==> src/rtl/pipe_pkg.sv <==
// Shared constants for elastic pipeline-stage registers: occupancy levels and default payload width.
package pipe_pkg;
   localparam logic [1:0] LVL_EMPTY = 2'd0;
   localparam logic [1:0] LVL_ONE   = 2'd1;
   localparam logic [1:0] LVL_FULL  = 2'd2;
   localparam int         PIPE_W    = 32;
endpackage

==> src/rtl/pipe_data_reg.sv <==
// Payload register with load enable; synchronous clear takes priority over load.
// Latency 1 cycle; no flow control of its own (the owner decides when to load).
module pipe_data_reg #(
   parameter int WIDTH = 32
) (
   input  logic             clk,
   input  logic             clear,
   input  logic             load,
   input  logic [WIDTH-1:0] d,
   output logic [WIDTH-1:0] q
);
   always_ff @(posedge clk) begin
      if (clear)
         q <= '0;
      else if (load)
         q <= d;
   end
endmodule

==> src/rtl/pipe_skid_reg.sv <==
// Valid/ready pipeline stage with a one-entry skid buffer and a flush that squashes held words.
// Latency 1 cycle; in_ready is registered (!skid_valid), so out_ready never reaches in_ready combinationally.
module pipe_skid_reg
   import pipe_pkg::*;
#(
   parameter int WIDTH             = PIPE_W,
   parameter bit FLUSH_CLEARS_DATA = 1'b1
) (
   input  logic             clk,
   input  logic             reset,
   input  logic             flush,
   input  logic             in_valid,
   output logic             in_ready,
   input  logic [WIDTH-1:0] in_data,
   output logic             out_valid,
   input  logic             out_ready,
   output logic [WIDTH-1:0] out_data,
   output logic [1:0]       level
);
   logic             main_valid;
   logic             skid_valid;
   logic [WIDTH-1:0] main_data;
   logic [WIDTH-1:0] skid_data;
   logic [WIDTH-1:0] main_d;
   logic             in_fire;
   logic             out_fire;
   logic             main_load;
   logic             skid_load;
   logic             data_clear;

   assign in_ready  = ~skid_valid;
   assign out_valid = main_valid;
   assign out_data  = main_data;
   assign level     = {1'b0, main_valid} + {1'b0, skid_valid};
   assign in_fire   = in_valid & in_ready;
   assign out_fire  = out_valid & out_ready;

   // When the skid holds a word it is always the next one out, so it refills main first.
   assign main_d     = skid_valid ? skid_data : in_data;
   assign data_clear = reset | (flush & FLUSH_CLEARS_DATA);

   always_comb begin
      main_load = 1'b0;
      skid_load = 1'b0;
      case (level)
         LVL_EMPTY: main_load = in_fire;
         LVL_ONE: begin
            main_load = in_fire & out_fire;
            skid_load = in_fire & ~out_fire;
         end
         LVL_FULL:  main_load = out_fire;
         default:   ;
      endcase
   end

   always_ff @(posedge clk) begin
      if (reset || flush) begin
         main_valid <= 1'b0;
         skid_valid <= 1'b0;
      end else begin
         case (level)
            LVL_EMPTY: main_valid <= in_fire;
            LVL_ONE: begin
               if (out_fire && !in_fire)
                  main_valid <= 1'b0;
               else if (in_fire && !out_fire)
                  skid_valid <= 1'b1;
            end
            LVL_FULL: begin
               if (out_fire)
                  skid_valid <= 1'b0;
            end
            default: ;
         endcase
      end
   end

   // Loads are suppressed during flush so a retained-data flush really holds the old payload.
   pipe_data_reg #(.WIDTH(WIDTH)) u_main (
      .clk   (clk),
      .clear (data_clear),
      .load  (main_load & ~flush),
      .d     (main_d),
      .q     (main_data)
   );

   pipe_data_reg #(.WIDTH(WIDTH)) u_skid (
      .clk   (clk),
      .clear (data_clear),
      .load  (skid_load & ~flush),
      .d     (in_data),
      .q     (skid_data)
   );
endmodule

==> config.mk <==
export PLATFORM = sky130hd
export DESIGN_NAME = pipe_skid_reg
export DESIGN_NICKNAME = d
export VERILOG_FILES = /design/src/rtl/pipe_pkg.sv /design/src/rtl/pipe_data_reg.sv /design/src/rtl/pipe_skid_reg.sv
export SDC_FILE = /design/constraint.sdc
export NUM_CORES = 1
export LEC_CHECK = 0
export CAP_MARGIN = 20
export CORE_ASPECT_RATIO = 0.8
export CORE_MARGIN = 1
export CORE_UTILIZATION = 51
export CTS_BUF_LIST = sky130_fd_sc_hd__clkbuf_16
export DETAILED_ROUTE_END_ITERATION = 16
export GPL_TIMING_DRIVEN = 0
export PLACE_DENSITY = 0.95
export SLEW_MARGIN = 10
export SYNTH_ARGS = -nofsm -noshare
export SYNTH_HDL_FRONTEND = slang
export SYNTH_SLANG_ARGS = --single-unit
==> constraint.sdc <==
create_clock -name clk -period 4.6 [get_ports clk]
set_clock_uncertainty 0.1 [all_clocks]
set_input_delay 1.15 -clock clk [delete_from_list [all_inputs] [get_ports clk]]
set_output_delay 1.15 -clock clk [all_outputs]
set_load 0.05 [all_outputs]
==> out/metrics.yaml <==
syn_nets: 350
grt_overflow: 0
netlist_area_sq_mm: 0.00287
place_inst: 461
clockBufferDepth: 2
track_usage_pct: 27.6
wl_per_cell_um: 16.1
crit_path_start_kind: "flip-flop"
clk_pin_slew_ps: 50
dp_hpwl_mm: 5.05
antenna_found_initial: 0
hold_violations: 0
yosysTopAreaCell: "dfxtp_1"
grt_setup_unrepaired: "no"
crit_fanout: 8
synth_top_area_share_pct: 46.0
rows: 24
synth_warnings: 0
post_cts_resized: 0
finalNonFillerCells: 477
drc: 0
clock_sinks: 66
clk_latency_ps: 330
synthCells: 311
routed_wl_mm: 7.67
synth_edf_count: 0
setup_tns_ps: 0
yosysSeqAreaShare_pct: 46.0
async_flop_share_pct: 0
viasPerCell: 5.52
core_area_sq_mm: 0.00544
grt_pass1_vias: 2622
multiInputGateArea_sq_mm: 0.00141
synth_area_leaders: "dfxtp_1, a211oi_2, a21oi_1, mux2i_1, nand2_1"
synth_flop_cell: "dfxtp_1"
ir_drop_v: 0.000269
drt_iter0_markers: 187
fmax_mhz: 296
cts_tree: "done"
grt_max_degree: 12
path_class: "reg2out"
nets: 433
area_growth_pct: 38.4
antenna_cells: 0
finalPower_mw: 1.50
fin_crit_sh_pct: 73.4
root_buffer: "clkbuf_16"
setup_slack_ps: 1220
htreeDepth: 3
synthTopCellsByCount: "a21oi_1, dfxtp_1, nand2_1"
post-synth-top-count-cell: "a21oi_1"
finalSetupViolCount: 0
synth_cell_types: 23
cellLeakagePower_nw: 1.25
post-place-ws_ps: 1470
die_x_um: 85.9
drv_slew: 0
period_needed_ps: 3380
synth_seq_cells: 66
cts_inserted_buffers: 9
ioPinCount: 73
drive_above_1_share_pct: 12.5
ant_nets: 0
fillCellCount: 378
drt_pass1_iterations: 4
cts_hold_buf: 0
num_vias: 2635
port-buffer-count: 72
gp_congestion: 0.792
fp.dieH_um: 69.1
initial_core_util_pct: 52.9
register_area_sq_mm: 0.00132
powerDensity_mw_per_mm2: 376
worst_pin_slew_ps: 768
crit_path_end_kind: "primary output"
grt_pass1_wl_mm: 12.5
hp-class: "reg2reg"
crit_arrival_ps: 2130
drv_cap: 0
maxSlewHeadroom_pct: 48.8
hold-worst-slack_ps: 354
die_area_sq_mm: 0.00594
crit_required_ps: 3350
cts_setup_buffers: 0
status: "complete, no violations"
syn_area_per_cell_sq_um: 9.24
[registers in the layout, indices dropped and copies added (netlist names)]
register and flops:
out_valid 1, skid_valid 1, u_main.q 32, u_skid.q 32
[final timing paths]
check / from / endpoint / slack, ps / cells past startpoint
setup reg to reg: skid_valid / u_skid.q[0] / 2090 / 9
setup / recovery: skid_valid / level[0] / 1220 / 4
hold / removal: u_skid.q[17] / u_skid.q[17] / 350 / 2
hold reg to reg: u_skid.q[17] / u_skid.q[17] / 350 / 2
[worst max-delay path: stages, from the launching register on]
cell	delay [ps]
dfxtp_1	330
buf_4	160
inv_1	90
ha_1	380
clkdlybuf4s50_1	840
[kinds of logic after synthesis]
group / synth area share (%)
adders and majority gates: 0.871
buffers and inverters: 4.88
AOI/OAI and AO/OA: 25.8
and+or+nand+nor: 11.4
DFF: 46.0
muxes: 11.1
[power by group]
part           switching [mW]  internal [mW]  total, mW
clock                   0.242          0.412      0.654
combinational           0.152         0.0926      0.244
sequential            0.00953          0.588      0.598
[layer usage]
metal / share of wire, % / GRT usage, %
met1: 44 / 34.7
met2: 48 / 43.4
met3: 6.6 / 9.94
met5: 0 / 0
met4: 1.9 / 10.4
[per-stage QoR]
stage / instance area, sq um / utilization (%)
final: 3980 / 73.2
after global placement: 3690 / 67.9
after detailed placement: 3690 / 67.9
after global routing: 3980 / 73.2
after CTS: 3980 / 73.2
after floorplan: 2870 / -
[cell type report]
| cell class | instances | area share, % |
|---|---|---|
| plain buffers | 28 | 3.33 |
| clock buffers | 9 | 5.66 |
| clock inverters | 7 | 1.51 |
| inverters | 2 | 0.189 |
| multi-input cells | 215 | 35.5 |
| flip-flops and latches | 66 | 33.2 |
| well taps | 78 | 2.45 |
| repair buffers | 72 | 18.1 |
[cells in the final DEF, fill, tap and decap left out]
master,count
and2_1,3
and3_1,1
clkdlybuf4s50_1,72
or2_2,1
clkbuf_1,22
buf_6,3
buf_4,1
clkinv_1,2
nor2b_1,2
clkinv_2,3
nand2b_1,1
ha_1,2
mux2i_1,32
a211oi_1,2
nand2_1,66
buf_1,1
o21ai_0,1
and3b_1,1
a21oi_1,67
nor3_1,1
buf_2,1
a221o_1,1
clkinvlp_4,1
clkbuf_16,9
inv_1,2
a211oi_2,30
dfxtp_1,66
nor2_1,4
bufinv_16,1
No activity file was read; power rests on OpenSTA's default activity.
